<file path="config.mk">
export PLATFORM = sky130hd
export DESIGN_NAME = pool_1
export DESIGN_NICKNAME = d
export VERILOG_FILES = /design/src/rtl/pool_1.sv
export SDC_FILE = /design/constraint.sdc
export NUM_CORES = 1
export LEC_CHECK = 0
export CORE_ASPECT_RATIO = 0.9
export CORE_MARGIN = 2
export CORE_UTILIZATION = 45
export DETAILED_ROUTE_END_ITERATION = 7
export PLACE_DENSITY = 0.62
export SYNTH_ARGS = -nofsm -noshare
export SYNTH_HDL_FRONTEND = slang
export SYNTH_SLANG_ARGS = --single-unit
export TNS_END_PERCENT = 50
</file>
<file path="constraint.sdc">
create_clock -name clk -period 3.5 [get_ports clk]
set_clock_uncertainty 0.1 [all_clocks]
set_input_delay 1.05 -clock clk [delete_from_list [all_inputs] [get_ports clk]]
set_output_delay 1.05 -clock clk [all_outputs]
set_load 0.01 [all_outputs]
</file>
<file path="src/rtl/pool_1.sv">
// Binary 2x2 pooling reader: scans the conv_1 sign maps window by window and streams one bit per window.
// Optional macro POOL1_MAJORITY_EN selects majority (>=2 of 4) instead of OR reduction.
module pool_1 #(
  parameter int FMAP_W     = 24,
  parameter int KERNAL_NUM = 6,
  parameter int RD_LAT     = 1,
  parameter int AW         = 15
) (
  input  logic          clk,
  input  logic          rst_n,
  input  logic          start,
  output logic          busy,
  output logic          done,
  output logic          rd_en,
  output logic [AW-1:0] rd_addr,
  input  logic          rd_data,
  output logic          wr_en,
  output logic [AW-1:0] wr_addr,
  output logic          wr_data
);

  localparam int P  = FMAP_W / 2;
  localparam int CW = $clog2(P + 1);
  localparam int KW = $clog2(KERNAL_NUM + 1);
  localparam logic [CW-1:0] PC_LAST = CW'(P - 1);
  localparam logic [KW-1:0] K_LAST  = KW'(KERNAL_NUM - 1);
  localparam logic [1:0]    W_LAST  = 2'(RD_LAT - 1);
  localparam logic [AW-1:0] ROW     = AW'(FMAP_W);
  localparam logic [AW-1:0] STEP    = AW'(2);
  // Moving past the last column of a window row (or map) lands exactly one row plus two further on.
  localparam logic [AW-1:0] WRAP    = AW'(FMAP_W + 2);

  typedef enum logic [1:0] {IDLE, READ, WAIT, WRITE} state_t;

  state_t          state_q, state_d;
  logic            dx_q, dx_d, dy_q, dy_d;
  logic [1:0]      wcnt_q, wcnt_d;
  logic [CW-1:0]   pc_q, pc_d, pr_q, pr_d;
  logic [KW-1:0]   k_q, k_d;
  logic [AW-1:0]   base_q, base_d, widx_q, widx_d;
  logic [2:0]      cnt_q, cnt_d, cnt_base;
  logic [RD_LAT-1:0] vld_q;
  logic            busy_q, busy_d, done_q, done_d, rd_en_q, rd_en_d;
  logic            wr_en_q, wr_en_d, wr_data_q, wr_data_d;
  logic [AW-1:0]   rd_addr_q, rd_addr_d, wr_addr_q, wr_addr_d;
  logic            hit, last_win;

  function automatic logic reduce_bits(input logic [2:0] ones);
`ifdef POOL1_MAJORITY_EN
    return ones >= 3'd2;
`else
    return ones != 3'd0;
`endif
  endfunction

  assign busy    = busy_q;
  assign done    = done_q;
  assign rd_en   = rd_en_q;
  assign rd_addr = rd_addr_q;
  assign wr_en   = wr_en_q;
  assign wr_addr = wr_addr_q;
  assign wr_data = wr_data_q;

  assign last_win = (pc_q == PC_LAST) && (pr_q == PC_LAST) && (k_q == K_LAST);

  always_comb begin
    state_d   = state_q;
    dx_d      = dx_q;
    dy_d      = dy_q;
    wcnt_d    = wcnt_q;
    pc_d      = pc_q;
    pr_d      = pr_q;
    k_d       = k_q;
    base_d    = base_q;
    widx_d    = widx_q;
    rd_en_d   = 1'b0;
    wr_en_d   = 1'b0;
    done_d    = 1'b0;
    rd_addr_d = rd_addr_q;
    wr_addr_d = wr_addr_q;
    wr_data_d = wr_data_q;

    // Ones counter restarts on each window's first read; no data can arrive in that cycle.
    hit      = vld_q[RD_LAT-1] & rd_data;
    cnt_base = (state_q == READ && !dx_q && !dy_q) ? 3'd0 : cnt_q;
    cnt_d    = cnt_base + {2'b00, hit};

    case (state_q)
      IDLE: begin
        if (start) begin
          state_d   = READ;
          dx_d      = 1'b0;
          dy_d      = 1'b0;
          pc_d      = '0;
          pr_d      = '0;
          k_d       = '0;
          base_d    = '0;
          widx_d    = '0;
          rd_en_d   = 1'b1;
          rd_addr_d = '0;
        end
      end
      READ: begin
        if (dx_q && dy_q) begin
          state_d = WAIT;
          wcnt_d  = 2'd0;
        end else begin
          dx_d      = ~dx_q;
          dy_d      = dy_q | dx_q;
          rd_en_d   = 1'b1;
          rd_addr_d = base_q + (dy_d ? ROW : '0) + {{(AW-1){1'b0}}, dx_d};
        end
      end
      WAIT: begin
        if (wcnt_q == W_LAST) begin
          state_d   = WRITE;
          wr_en_d   = 1'b1;
          wr_data_d = reduce_bits(cnt_d);
          wr_addr_d = widx_q;
        end else begin
          wcnt_d = wcnt_q + 2'd1;
        end
      end
      WRITE: begin
        widx_d = widx_q + {{(AW-1){1'b0}}, 1'b1};
        if (last_win) begin
          state_d = IDLE;
          done_d  = 1'b1;
        end else begin
          state_d = READ;
          dx_d    = 1'b0;
          dy_d    = 1'b0;
          base_d  = base_q + ((pc_q == PC_LAST) ? WRAP : STEP);
          if (pc_q == PC_LAST) begin
            pc_d = '0;
            if (pr_q == PC_LAST) begin
              pr_d = '0;
              k_d  = k_q + {{(KW-1){1'b0}}, 1'b1};
            end else begin
              pr_d = pr_q + {{(CW-1){1'b0}}, 1'b1};
            end
          end else begin
            pc_d = pc_q + {{(CW-1){1'b0}}, 1'b1};
          end
          rd_en_d   = 1'b1;
          rd_addr_d = base_d;
        end
      end
      default: state_d = IDLE;
    endcase

    busy_d = (state_d != IDLE);
  end

  always_ff @(posedge clk or negedge rst_n) begin
    if (!rst_n) begin
      state_q   <= IDLE;
      dx_q      <= 1'b0;
      dy_q      <= 1'b0;
      wcnt_q    <= '0;
      pc_q      <= '0;
      pr_q      <= '0;
      k_q       <= '0;
      base_q    <= '0;
      widx_q    <= '0;
      cnt_q     <= '0;
      vld_q     <= '0;
      busy_q    <= 1'b0;
      done_q    <= 1'b0;
      rd_en_q   <= 1'b0;
      rd_addr_q <= '0;
      wr_en_q   <= 1'b0;
      wr_addr_q <= '0;
      wr_data_q <= 1'b0;
    end else begin
      state_q   <= state_d;
      dx_q      <= dx_d;
      dy_q      <= dy_d;
      wcnt_q    <= wcnt_d;
      pc_q      <= pc_d;
      pr_q      <= pr_d;
      k_q       <= k_d;
      base_q    <= base_d;
      widx_q    <= widx_d;
      cnt_q     <= cnt_d;
      // Delay line marks the cycle in which each issued read returns its bit.
      vld_q[0]  <= rd_en_q;
      for (int i = 1; i < RD_LAT; i++) vld_q[i] <= vld_q[i-1];
      busy_q    <= busy_d;
      done_q    <= done_d;
      rd_en_q   <= rd_en_d;
      rd_addr_q <= rd_addr_d;
      wr_en_q   <= wr_en_d;
      wr_addr_q <= wr_addr_d;
      wr_data_q <= wr_data_d;
    end
  end

endmodule

</file>
==> results.toml <==
[status]
run_status = "complete, no violations"

[sta]
normalized_max_slew_margin_pct = 38.3
finalHoldViolations = 0
rsz_0062_raised_after_global_routing = "no"
final.setup.worst_slack_ps = 673
max_clock_freq_mhz = 354
setup_viol_count_final = 0
fin_setup_tns_ps = 0
finalMaxSlewViolations = 0
max_slew.worst_pin.slew_ps = 924
fin_hold_ws_ps = 283
period_share_pct = 80.8
final.min_clock_period_ps = 2830

[clock_tree]
ctsLongestPathBuffers = 2
cts_root_buffer = "sky130_fd_sc_hd__clkbuf_16"
cts_post_setup_buffers_inserted = 0
holdBufCountCts = 0
clk_transition_reported_paths_ps = 60
clock_latency_ps = 340
tritoncts_num_sinks = 85
cts_tree = "yes"
max_h_tree_level = 3
post_cts_resized = 0
number_of_cts_inserted_buffers = 9

[floorplanning]
initial_core_util_pct = 46.7
die_area_um2 = 11000
rows = 34
design.portCount = 39
core_region_area_um2 = 9780
die-height_um = 99.6
die_w_um = 110

[setup_path]
r2r-end = "pr_q[0]$_DFFE_PN0P_"
critical_path_class = "reg2reg"
setup.worst_path.end_class = "flop"
worst_r2r_startpoint = "pc_q[0]$_DFFE_PN0P_"
timing.critical_path.slowest_cell_delay_ps = 840
crit_path_cell_trace = "ha_1, nand4bb_1, o311ai_4, buf_4, nor2_1, a22o_1, a22o_1"
crit_path_top_cell_by_count = "sky130_fd_sc_hd__a22o_1"
critPathSlowestCell = "sky130_fd_sc_hd__o311ai_4"
crit_fanout = 24
worst_ep_required_time_ps = 3630
rr_worst_depth = 7
regToRegSetupSlack_ps = 670
crit_arrival_ps = 2950
worstSetupStartpointType = "flop"

[global_routing]
vias_in_the_first_global_route = 3449
largest_net_degree_at_the_start_of_global_routing = 54
first_pass_grt_wire_length_um = 16900
globalRouteTotalUtil_pct = 19.8
grt_antenna_before_repair = 0
gr-total-overflow = 0

[hold_path]
min_delay_path_depth = 0
timing.hold.worst_endpoint = "vld_q$_DFF_PN0_"
hold_class = "reg2reg"
worst_hold_startpoint = "rd_en$_DFF_PN0_"

[yosys]
synth_cells = 469
synth_largest_type_area_fraction_pct = 46.5
synth.most_common_cell = "sky130_fd_sc_hd__dfrtp_1"
share_of_synthesized_area_occupied_by_flip_flops_and_latches_pct = 46.5
yosys_register_bits = 85
postSynthAreaPerCell_um2 = 9.75
mappedNetlistNets = 489
synth.lib_cells_used.distinct = 63
synth_enable_flop_cells = 0
synth_area_um2 = 4570
yosys.area.top_type = "sky130_fd_sc_hd__dfrtp_1"
postSynth.asyncResetShare_pct = 100
yosys_most_used_dff = "sky130_fd_sc_hd__dfrtp_1"
synthTopCellsByCount = "sky130_fd_sc_hd__dfrtp_1 (85), sky130_fd_sc_hd__nand2_1 (65), sky130_fd_sc_hd__nor2_1 (34)"
synth.yosys.warnings = 0
netlist_top_cells_area = "sky130_fd_sc_hd__dfrtp_1 (47%), sky130_fd_sc_hd__nand2_1 (5.3%), sky130_fd_sc_hd__ha_1 (4.4%)"

[placed_design]
placed_area_um2 = 5050
hpwl_um = 6690
dpl_cells = 617
place_worst_setup_slack_ps = 392
numPortBuffers = 38
gp_congestion = 0.836

[drt]
detailedRoute.firstPassIterationCount = 4
detail_route.iter0.violations = 246
vias_per_cell = 5.64
antenna_left = 0
num_vias = 3572
wl_per_cell_um = 15.8
drc_errors = 0
drt_wl_total_um = 9970

[power_and_ir_drop]
vdd.ir_drop.worst_mv = 0.339
cellPowerDensity_nw_per_um2 = 616
totalPowerFinal_mw = 3.31
cellLeakagePower_nw = 2.43

[final_layout]
post-route-cell-area_um2 = 5370
diode_count = 0
syn2layout_area_growth_pct = 17.4
post_layout_cell_count = 633
drive_gt1_share_pct = 10.3
final_net_count = 522
layout.core_utilization_pct = 54.8

[job]
maxCapViolations = 0
[cell families after synthesis]
kind of cell	Yosys count	synth area share, %
fa+ha+maj	16	4.38
flops	85	46.5
mux	17	4.13
xor+xnor	21	4.02
compound gates	104	15.9
other cells	1	0.0820
simple gates	182	20.3
buf+inv	43	4.63
[flip-flops by register name (all words and copies together) (netlist names)]
signal	cells
pr_q	4
vld_q	1
state_q	2
done	1
dy_q	1
k_q	3
wr_addr	15
cnt_q	3
busy	1
rd_addr	15
widx_q	15
wcnt_q	2
wr_en	1
base_q	14
dx_q	1
wr_data	1
pc_q	4
rd_en	1
[report_power, final]
part           internal (mW)  switching [mW]  total [mW]
combinational          0.429           0.666        1.09
clock                  0.624           0.398        1.02
sequential              1.11          0.0844        1.19
[final cells by class]
class	count	area (um2)
sequential	85	2130
timing repair buffer	49	473
inverter	16	60.1
clock inverter	6	87.6
fill	876	4420
multi-input combinational	341	2230
clock buffer	10	229
tap	126	158
[layout by cell type (no fill, tap or decap), types with 10 or more instances in the layout]
master,n
sky130_fd_sc_hd__a21oi_1,14
sky130_fd_sc_hd__a31oi_1,12
sky130_fd_sc_hd__buf_4,11
sky130_fd_sc_hd__clkdlybuf4s50_1,37
sky130_fd_sc_hd__dfrtp_1,85
sky130_fd_sc_hd__ha_1,16
sky130_fd_sc_hd__inv_1,16
sky130_fd_sc_hd__mux2_2,15
sky130_fd_sc_hd__nand2_1,65
sky130_fd_sc_hd__nand3_1,16
sky130_fd_sc_hd__nand4_1,11
sky130_fd_sc_hd__nor2_1,34
sky130_fd_sc_hd__o21ai_0,26
sky130_fd_sc_hd__xnor2_1,11
sky130_fd_sc_hd__xor2_1,10
[routing by layer]
layer  part of all wire [%]  track usage [%]  vias up
met5                      0                0        -
met4                   0.85             5.29        0
met3                    4.1             5.11        4
met2                     48             31.0       65
met1                     47             27.2     1752
li1                       -                -     1751
[worst max path at each step]
stage	startpoint	endpoint	slack, ps	cells past startpoint
2_1_floorplan	start	base_q[7]$_DFFE_PN0P_	1220	6
3_3_place_gp	start	rd_addr[12]$_DFFE_PN0P_	440	6
3_5_place_dp	start	rd_addr[12]$_DFFE_PN0P_	390	6
5_1_grt	pc_q[0]$_DFFE_PN0P_	k_q[1]$_DFFE_PN0P_	480	7
6_report	pc_q[0]$_DFFE_PN0P_	pr_q[0]$_DFFE_PN0P_	670	7
4_1_cts	pc_q[0]$_DFFE_PN0P_	pr_q[0]$_DFFE_PN0P_	670	7
[worst max-delay path: cells and delay by family (launching register included)]
family          cells  cell delay (ps)
simple gates        2              300
fa+ha+maj           1              340
compound gates      3             1190
flops               1              430
buf+inv             1              360
Power figures use the tool's default switching activity.
